## config.mk

```make
export PLATFORM = sky130hd
export DESIGN_NAME = note_player
export DESIGN_NICKNAME = d
export VERILOG_FILES = /design/src/rtl/note_player_pkg.sv /design/src/rtl/note_player_tone_divider.sv /design/src/rtl/note_player.sv
export SDC_FILE = /design/constraint.sdc
export NUM_CORES = 1
export LEC_CHECK = 0
export CAP_MARGIN = 20
export CORE_UTILIZATION = 50
export DETAILED_ROUTE_END_ITERATION = 8
export PLACE_DENSITY = 0.72
export REMOVE_ABC_BUFFERS = 1
export SLEW_MARGIN = 20
export SYNTH_ARGS = -nofsm -noshare
export SYNTH_HDL_FRONTEND = slang
export SYNTH_SLANG_ARGS = --single-unit
```

## constraint.sdc

```tcl
create_clock -name clk -period 4.25 [get_ports clk]
set_input_delay 0.85 -clock clk [delete_from_list [all_inputs] [get_ports clk]]
set_output_delay 0.85 -clock clk [all_outputs]
set_load 0.03 [all_outputs]
```

## src/rtl/note_player_pkg.sv

```systemverilog
// Shared types and default sizes for the note_player block and its tone divider.
// The GAP state is only reachable when NOTE_PLAYER_GAP_EN is defined.
package note_player_pkg;

    localparam int PERIOD_W_DEF  = 20;
    localparam int DUR_W_DEF     = 6;
    localparam int BEATS_PER_SEC = 32;

    typedef enum logic [1:0] {
        ST_IDLE  = 2'd0,
        ST_ALIGN = 2'd1,
        ST_PLAY  = 2'd2,
        ST_GAP   = 2'd3
    } state_t;

endpackage

```

## src/rtl/note_player_tone_divider.sv

```systemverilog
// Half-period counter plus toggle flop producing the note's square wave.
// A half_period of 0 is a rest: the counter idles and the output stays low.
module tone_divider
    import note_player_pkg::*;
#(
    parameter int PERIOD_W = PERIOD_W_DEF
) (
    input  logic                clk,
    input  logic                reset,
    input  logic [PERIOD_W-1:0] i_half_period,
    input  logic                i_enable,
    input  logic                i_clear,
    output logic                o_tone
);

    logic [PERIOD_W-1:0] r_count;
    logic                r_tone;
    logic                w_rest;
    logic                w_wrap;

    assign w_rest = (i_half_period == '0);
    assign w_wrap = !w_rest && (r_count == i_half_period - PERIOD_W'(1));

    // Clear has priority so a note-end beat beats a same-cycle toggle.
    always_ff @(posedge clk or negedge reset) begin
        if (!reset) begin
            r_count <= '0;
            r_tone  <= 1'b0;
        end else if (i_clear) begin
            r_count <= '0;
            r_tone  <= 1'b0;
        end else if (i_enable && !w_rest) begin
            if (w_wrap) begin
                r_count <= '0;
                r_tone  <= ~r_tone;
            end else begin
                r_count <= r_count + PERIOD_W'(1);
            end
        end
    end

    assign o_tone = r_tone;

endmodule

```

## src/rtl/note_player.sv

```systemverilog
// Plays one note at a time: aligns to the next beat, toggles tone_out for the
// note's duration in beats, then pulses done. Optional NOTE_PLAYER_GAP_EN adds a silent beat.
module note_player
    import note_player_pkg::*;
#(
    parameter int PERIOD_W = PERIOD_W_DEF,
    parameter int DUR_W    = DUR_W_DEF
) (
    input  logic                clk,
    input  logic                reset,
    input  logic                beat,
    input  logic                note_valid,
    output logic                note_ready,
    input  logic [PERIOD_W-1:0] note_half_period,
    input  logic [DUR_W-1:0]    note_duration,
    output logic                tone_out,
    output logic                busy,
    output logic                done,
    output logic [1:0]          dbg_state
);

    state_t              r_state;
    state_t              w_next_state;
    logic [PERIOD_W-1:0] r_half_period;
    logic [DUR_W-1:0]    r_duration;
    logic [DUR_W-1:0]    r_remaining;
    logic                r_done;
    logic                w_done_next;
    logic                w_accept;
    logic                w_end_beat;
    logic                w_tone_enable;
    logic                w_tone_clear;

    // Handshake: a note transfers on a clk edge where note_valid and note_ready are
    // both high; upstream must hold the note stable until then. Ready stays low in
    // the done cycle so the next note is taken no earlier than one cycle after done.
    assign note_ready = (r_state == ST_IDLE) && !r_done;
    assign w_accept   = note_valid && note_ready;
    assign w_end_beat = (r_state == ST_PLAY) && beat && (r_remaining == DUR_W'(1));

    always_comb begin
        w_next_state = r_state;
        w_done_next  = 1'b0;
        case (r_state)
            ST_IDLE: begin
                if (w_accept) begin
                    if (note_duration == '0) begin
                        w_done_next = 1'b1;
                    end else begin
                        w_next_state = ST_ALIGN;
                    end
                end
            end
            ST_ALIGN: begin
                if (beat) begin
                    w_next_state = ST_PLAY;
                end
            end
            ST_PLAY: begin
                if (w_end_beat) begin
`ifdef NOTE_PLAYER_GAP_EN
                    w_next_state = ST_GAP;
`else
                    w_next_state = ST_IDLE;
                    w_done_next  = 1'b1;
`endif
                end
            end
            ST_GAP: begin
`ifdef NOTE_PLAYER_GAP_EN
                if (beat) begin
                    w_next_state = ST_IDLE;
                    w_done_next  = 1'b1;
                end
`else
                w_next_state = ST_IDLE;
`endif
            end
            default: w_next_state = ST_IDLE;
        endcase
    end

    always_ff @(posedge clk or negedge reset) begin
        if (!reset) begin
            r_state <= ST_IDLE;
        end else begin
            r_state <= w_next_state;
        end
    end

    always_ff @(posedge clk or negedge reset) begin
        if (!reset) begin
            r_half_period <= '0;
            r_duration    <= '0;
            r_remaining   <= '0;
            r_done        <= 1'b0;
        end else begin
            r_done <= w_done_next;
            if (w_accept) begin
                r_half_period <= note_half_period;
                r_duration    <= note_duration;
            end
            // Beat counting starts at the aligning beat, not the acceptance cycle.
            if ((r_state == ST_ALIGN) && beat) begin
                r_remaining <= r_duration;
            end else if ((r_state == ST_PLAY) && beat && (r_remaining != '0)) begin
                r_remaining <= r_remaining - DUR_W'(1);
            end
        end
    end

    assign w_tone_enable = (r_state == ST_PLAY);
    assign w_tone_clear  = (r_state != ST_PLAY) || w_end_beat;

    tone_divider #(
        .PERIOD_W(PERIOD_W)
    ) u_tone_divider (
        .clk          (clk),
        .reset        (reset),
        .i_half_period(r_half_period),
        .i_enable     (w_tone_enable),
        .i_clear      (w_tone_clear),
        .o_tone       (tone_out)
    );

    assign busy      = (r_state != ST_IDLE);
    assign done      = r_done;
    assign dbg_state = r_state;

endmodule

```

[Word level (Yosys, flattened, before mapping)]
Cells that the tools add are included.
W data, S select, Z words.
Cells by class
  bitwise operators: 1
  add/sub/neg operators: 3
  reduce and logical (&&, ||, !) cells: 21
  equality and inequality tests: 10
  mux-type cells: 17
Operator list (number)
  $mux W20: 3
  $add A20 B1 Y20 const B: 1
  $eq A20 B20 Y1: 1
  $logic_not A20 Y1: 1
  $sub A20 B1 Y20 const B: 1
  $mux W6: 2
  $ne A2 B2 Y1 const B: 5
  $logic_and A1 B1 Y1: 8
  $mux W2: 4
  $pmux W2 S4: 1
  $reduce_bool A2 Y1: 4
  $eq A6 B1 Y1 const B: 1
  $logic_not A6 Y1: 1
  $mux W1: 6
  $reduce_bool A6 Y1: 1
  $sub A6 B1 Y6 const B: 1
  $eq A2 B2 Y1 const B: 2
  $reduce_and A4 Y1: 1
  $eq A2 B1 Y1 const B: 1
  $logic_not A1 Y1: 2
  $logic_not A2 Y1: 1
  $pmux W1 S2: 1
  $reduce_and A2 Y1: 1
  $logic_or A1 B1 Y1: 1
  $not A1 Y1: 1
Word-level totals
  register bits: 56
  input port bits: 30
  output and inout bits: 6

[Depth between registers and ports, before layout]
Gate-level depths: netlist of the first run.
  word-level depth: 6
  gate-level depth with buffers: 10
  depth with buffers taken out: 9

[By module]
Synthesis of the first run repeated with hierarchy kept, for this count alone.
Second synthesis, totals
  cell total of the unflattened synthesis: 318
  area, all modules: 3392.0 um^2
Modules (own cells, without submodules)
  tone_divider: cells each 203, area an instance 1754.2 um^2, sequential area each 525.5 um^2, times used 1
  note_player: cells each 115, area an instance 1637.8 um^2, sequential area each 875.8 um^2, times used 1

[Worst setup path after synthesis of the first run]
No wires, ideal clock.
  path kind: register -> register
  start: reg r_half_period[4]
  end: reg u_tone_divider.r_count[10]
  slack: 1.063 ns
  data arrival time: 3.043 ns
  setup time: 0.143 ns
  cell stages (with the launch flop): 11
  data required time: 4.107 ns
  path buffers: 3
  clock period less this slack: 3.187 ns
  cell sequence: dfrtp_1 -> buf_6 -> or4_4 -> buf_6 -> or4_4 -> o21a_1 -> nor3b_2 -> or4b_4 -> nor4_4 -> buf_6 -> nor3_2
Between the ends
  longest elaborated chain between the ends: 6
RTL lines
  start, declared: RTL line note_player.sv:24  | logic [PERIOD_W-1:0] r_half_period;
  start signal, assigned: RTL line note_player.sv:100  | r_half_period <= note_half_period;
  $sub A20 B1 Y20 / $logic_not A20 Y1 (equally long branches): RTL line note_player_tone_divider.sv:22, note_player_tone_divider.sv:21
  $eq A20 B20 Y1 / $logic_not A1 Y1 (equally long branches): RTL line note_player_tone_divider.sv:22, note_player_tone_divider.sv:32
  $logic_and A1 B1 Y1: RTL line note_player_tone_divider.sv:22  | assign w_wrap = !w_rest && (r_count == i_half_period - PERIOD_W'(1));
  $mux W20: RTL line note_player_tone_divider.sv:33  | if (w_wrap) begin
  $mux W20: RTL line note_player_tone_divider.sv:32  | end else if (i_enable && !w_rest) begin
  $mux W20: RTL line note_player_tone_divider.sv:29  | end else if (i_clear) begin
  end signal, assigned: RTL line note_player_tone_divider.sv:37  | r_count <= r_count + PERIOD_W'(1);
  end, declared: RTL line note_player_tone_divider.sv:16  | logic [PERIOD_W-1:0] r_count;
Several ways; a longest one is shown, not always the timed one. The select of a mux whose other input is x is not followed.
A chain may end at the register's enable or synchronous reset.

[Worst setup path in the final report of the first run]
  start: reg r_half_period[0]
  end: reg u_tone_divider.r_count[1]
Same word-level chain as after synthesis.

==> results.cfg, run 1 <==
[run_status]
status = complete, but fails checks
violations = DRC

[worst_setup_path]
worst-r2r-setup-slack_ns = 0.84
critPathKind = reg2reg
start_kind = flop
cp_max_fo = 6
ff2ff_path_depth = 9
r2r-end = u_tone_divider.r_count[1]$_DFFE_PN0P_
worstPathRequired_ns = 4.42
cp.arrival_ns = 3.58
reg2reg_from = r_half_period[0]$_DFFE_PN0P_
critPathCaptureType = flop

[routing]
wl_per_cell_um = 15.7
ant_nets = 0
vias = 2693
vias_per_cell = 5.89
firstDrtPassIters = 6
wl_um = 7160
drt_iter0_drc = 154
drc_errors = 4

[synthesis]
synth_top_cell_by_area = dfrtp_1
yosysUniqueCellTypes = 56
yosysTopAreaCellShare = 0.413
synth-seq-cells = 56
synth_edf_count = 0
postSynthCellCount = 345
seq_area_frac_synth = 0.413
async_reset_ff_frac = 1.00
synth_area_um2 = 3390
synth.area.top_cells = dfrtp_1 41%, mux2_2 6.6%, xor2_1 5.7%
avgSynthCellArea_um2 = 9.84
ys.warnings.count = 0
synthFlopType = dfrtp_1

[cts]
clock-root-buffer = clkbuf_8
cts_resized = 0
cts_buffer_depth = 2
post-cts-setup-buffer-count = 0
cts_buffers = 5
cts.sinks = 56
htree_num_levels = 2
path_clk_slew_ns = 0.10
cts_tree = done
cts_hold_buf = 0
insertion_delay_ns = 0.32

[placed_design]
place_congestion = 0.866
placedCellCount = 449
portBuffers = 35
dp_slack_ns = 0.879
detailed_place_hpwl_um = 5320

[floorplanning]
fp.dieH_um = 84.4
die_w_um = 84.4
core_um2 = 6460
start_util = 0.526
rows = 29
dieArea_um2 = 7120
ios = 36

[timing]
worstMarginPinSlew_ns = 0.979
setup_slack_ns = 0.844
finalSetupViolations = 0
skew_ns = 0.00777
fin_crit_ns = 3.41
hold_viol = 0
rsz0062_at_grt = no
fmax_ghz = 0.294
fin_crit_sh = 0.801
slew_headroom = 0.342
maxSlewViolCount = 0

[flow_run]
cap_violations = 0

[layout]
final_cell_mix = 56 x dfrtp_1, 34 x clkdlybuf4s50_1, 24 x nand2_1
fin_nets = 413
fillers = 557
layout_commonest_cell = dfrtp_1
areaGrowthSynthToFinish_pct = 15.8
final_cells = 457
post_route_cells_drive_above_1_share = 0.158
diodes = 0

[global_route]
grt_max_degree = 35
grt_pass1_vias = 2637
grt_overflow_total = 0
grt_pass1_wl_um = 12300
grt_usage = 0.218
antenna_found_initial = 0

[pwr]
powerDensity_nw_per_um2 = 570
ir_drop_v = 0.000336
power_leakage_nw = 1.52

[hold_path]
whs_endpoint = dbg_state[0]$_DFFE_PN0P_
holdPathStages = 1
hold_path.class = reg2reg
worstHoldStart = dbg_state[1]$_DFFE_PN0P_
==> cell type report <==
type | count | area, um2 | share of cell area
multi-input cells | 257 | 1860 | 0.472
flip-flops and latches | 56 | 1400 | 0.356
repair buffers | 42 | 398 | 0.101
well taps | 77 | 96.3 | 0.0245
clock buffers | 5 | 68.8 | 0.0175
inverters | 17 | 63.8 | 0.0162
clock inverters | 3 | 46.3 | 0.0118
==> layer usage <==
layer / share of wire / routed length [um] / GRT usage / up-vias
met3: 0.048 / 341 / 0.0374 / 10
met5: 0 / 0 / 0 / -
met1: 0.47 / 3370 / 0.297 / 1316
li1: - / - / - / 1313
met4: 0.013 / 95 / 0.0724 / 0
met2: 0.47 / 3360 / 0.355 / 54
==> cells in the mapped netlist (8+ instances only) <==
| cell type | instances |
|---|---|
| clkbuf_1 | 10 |
| dfrtp_1 | 56 |
| inv_1 | 17 |
| mux2_2 | 20 |
| nand2_1 | 24 |
| nand3_1 | 12 |
| nor2_1 | 21 |
| nor3_1 | 15 |
| nor3_2 | 10 |
| nor4_1 | 8 |
| o21ai_0 | 12 |
| xnor2_1 | 20 |
| xor2_1 | 22 |
==> power by group <==
group / internal [mW] / switching, mW
Sequential: 0.701 / 0.219
Combinational: 0.454 / 0.504
Clock: 0.178 / 0.186
==> worst max-delay path, cell delays in order (launching register included) <==
cell and delay (ns):
dfrtp_1 0.45, inv_1 0.10, ha_1 0.21, or3b_1 0.48
nor4_2 0.52, o311ai_0 0.25, a221oi_1 0.32, a41oi_1 0.13
nor4b_1 0.63, o32ai_1 0.19
==> kinds of logic (layout without fill, tap and decap cells) <==
kind of cell | Yosys count | in the layout | share of synthesized area
and+or+nand+nor | 137 | 137 | 0.241
DFF | 56 | 56 | 0.413
AOI/OAI and AO/OA | 52 | 52 | 0.108
xor gates and xnor gates | 42 | 42 | 0.108
buffers and inverters | 32 | 67 | 0.0420
muxes | 22 | 22 | 0.0722
adders and majority gates | 4 | 4 | 0.0147
==> registers in the layout (all words and copies together), names as in the netlist <==
register / count
r_remaining: 6
r_half_period: 20
u_tone_divider.o_tone: 1
done: 1
r_duration: 6
dbg_state: 2
u_tone_divider.r_count: 20
==> metrics by stage <==
stage | setup TNS, ns | total power [mW] | hold WS (ns) | utilization | area (um2)
after global routing | 0 | 2.40 | 0.541 | 0.609 | 3930
after detailed placement | 0 | 1.89 | 0.483 | 0.591 | 3820
after global placement | 0 | 1.86 | 0.483 | 0.591 | 3820
after floorplan | -9.90 | 1.58 | 0.463 | - | 3320
after CTS | 0 | 2.26 | 0.508 | 0.609 | 3930
final | 0 | 2.24 | 0.500 | 0.609 | 3930
==> how the worst max path moves through the flow <==
stage / from / end / cells past startpoint
floorplan: beat / u_tone_divider.r_count[16]$_DFFE_PN0P_ / 7
CTS: r_half_period[0]$_DFFE_PN0P_ / u_tone_divider.r_count[1]$_DFFE_PN0P_ / 9
detailed placement: r_half_period[0]$_DFFE_PN0P_ / u_tone_divider.r_count[1]$_DFFE_PN0P_ / 9
global placement: r_half_period[0]$_DFFE_PN0P_ / u_tone_divider.r_count[1]$_DFFE_PN0P_ / 9
global route: r_half_period[0]$_DFFE_PN0P_ / u_tone_divider.o_tone$_DFFE_PN0P_ / 9
finish: r_half_period[0]$_DFFE_PN0P_ / u_tone_divider.r_count[1]$_DFFE_PN0P_ / 9
No activity file was read; power rests on OpenSTA's default activity.
==> run 2: changes to the inputs <==
- PLACE_DENSITY: 0.72 -> 0.75
- clock period: 4.25 -> 3.06 ns (I/O delays scaled with it)
==> run 2 against run 1 <==
The run still ends with DRC left. Die area did not move. Final area rose by 5.9%. Cell count rose by 4.6%. Utilization rose by 3.6 points. Critical path depth did not move. Sequential cell count did not move.
==> results.cfg, run 2 (synthesis results as in run 1) <==
[run_status]
status = complete, but fails checks
violations = DRC

[worst_setup_path]
path_cells = or4_4 -> or4_4 -> o21a_1 -> nor3b_2 -> or4b_4 -> nor4_4 -> buf_6 -> clkbuf_16 -> nor3_1
critPathKind = reg2reg
cp.arrival_ns = 3.26
crit_path_top_delay_cell = or4_4
cp_max_fo = 5
worstPathRequired_ns = 3.26
path_common_cell = or4_4
start_kind = flop
critPathCaptureType = flop
slowest_delay_ns = 0.56
ff2ff_path_depth = 9

[global_route]
grt_max_degree = 35
grt_overflow_total = 0
grt_pass1_vias = 2763
antenna_found_initial = 0
grt_usage = 0.226
grt_pass1_wl_um = 12900

[cts]
path_clk_slew_ns = 0.10
htree_num_levels = 2
cts_buffer_depth = 2
cts_buffers = 5
insertion_delay_ns = 0.32
clock-root-buffer = clkbuf_8
cts.sinks = 56
cts_tree = done
cts_hold_buf = 0

[routing]
wl_um = 7970
firstDrtPassIters = 6
ant_nets = 0
vias = 2846
drc_errors = 4
drt_iter0_drc = 208
vias_per_cell = 5.95
wl_per_cell_um = 16.7

[timing]
finalSetupViolations = 0
maxSlewViolCount = 0
whs_ns = 0.176
rsz0062_at_grt = yes
fmax_ghz = 0.328
fin_crit_sh = 0.998
skew_ns = 0.00728
slew_headroom = 0.396
setup_slack_ns = 0.00689
hold_viol = 0
fin_crit_ns = 3.05
worstMarginPinSlew_ns = 0.892

[placed_design]
place_congestion = 0.905
placedCellCount = 461
dp_slack_ns = 0.0687
detailed_place_hpwl_um = 5450
portBuffers = 35

[layout]
layout_commonest_cell = dfrtp_1
final_cell_mix = 56 x dfrtp_1, 34 x clkdlybuf4s50_1, 24 x nand2_1
post-route-util = 0.645
fin_nets = 434
final_cells = 478
areaGrowthSynthToFinish_pct = 22.7
reg_top3 = r_half_period: 20 flops, u_tone_divider.r_count: 20 flops
post_route_cells_drive_above_1_share = 0.219
diodes = 0

[pwr]
powerDensity_nw_per_um2 = 777
power_leakage_nw = 1.64
ir_drop_v = 0.000587
p_total_mw = 3.24

[floorplanning]
ios = 36
die_w_um = 84.4
dieArea_um2 = 7120
start_util = 0.526
rows = 29
core_um2 = 6460
fp.dieH_um = 84.4

[hold_path]
hold_path.class = in2async

[flow_run]
cap_violations = 0
## run 2: cell types whose count changed in the layout (fill, tap and decap cells not counted), moves of 2 or more
cell	before	now
or4_1	2	0
buf_6	0	2
or4_4	2	4
buf_4	7	23
clkbuf_16	0	2
## run 2: critical path: cells and delay by family (launching register included)
| kind | cells | cell delay, ns |
|---|---|---|
| compound gates | 1 | 0.15 |
| simple gates | 6 | 2.05 |
| buf+inv | 2 | 0.33 |
| flops | 1 | 0.41 |
## run 2: power by group
group          switching, mW  internal [mW]  leakage, nW
combinational          0.850          0.746        0.882
clock                  0.256          0.163       0.0404
sequential             0.250          0.974        0.715
total                   1.36           1.88         1.64
## run 2: metal layers
layer	vias up	share of wire	GRT usage	routed length (um)
met4	0	0.016	0.0632	129
li1	1353	-	-	-
met5	-	0	0	0
met2	90	0.50	0.389	3970
met3	14	0.053	0.0364	421
met1	1389	0.43	0.297	3440
## run 2: path summary, 6_finish.rpt
| kind | from | to | slack [ns] |
|---|---|---|---|
| min in group clk | dbg_state[1]$_DFFE_PN0P_ | dbg_state[0]$_DFFE_PN0P_ | 0.51 |
| worst min-delay path | reset | r_half_period[3]$_DFFE_PN0P_ | 0.18 |
| max in group asynchronous | reset | r_half_period[17]$_DFFE_PN0P_ | 2.21 |
| worst max-delay path | r_half_period[2]$_DFFE_PN0P_ | u_tone_divider.r_count[18]$_DFFE_PN0P_ | 0.007 |
| worst min register to register | dbg_state[1]$_DFFE_PN0P_ | dbg_state[0]$_DFFE_PN0P_ | 0.51 |
| worst max register to register | r_half_period[2]$_DFFE_PN0P_ | u_tone_divider.r_count[18]$_DFFE_PN0P_ | 0.007 |
## run 2: metrics by stage
stage / setup TNS [ns] / area [um2]
floorplan: -32.13 / 3320
global placement: 0 / 3920
detailed placement: 0 / 3920
CTS: 0 / 4010
global route: -0.740 / 4170
finish: 0 / 4170
## run 2: area by class of cell
| class | instances | area, um2 |
|---|---|---|
| Clock buffer | 5 | 68.8 |
| Tap cell | 77 | 96.3 |
| Fill cell | 557 | 2290 |
| Sequential cell | 56 | 1400 |
| Inverter | 17 | 63.8 |
| Multi-Input combinational cell | 257 | 1900 |
| Clock inverter | 3 | 23.8 |
| Timing Repair Buffer | 63 | 611 |
## run 2: repair_timing
item,4_1_cts,5_1_grt
hold endpoints to repair,0,0
gates resized for setup,0,11
setup endpoints to repair,0,21
setup buffers,0,6
==> run 3: changes to the inputs <==
- CAP_MARGIN: 20 -> unset
==> results of run 3 <==
No change in the layout: final DEF, timing and power equal those of run 2.
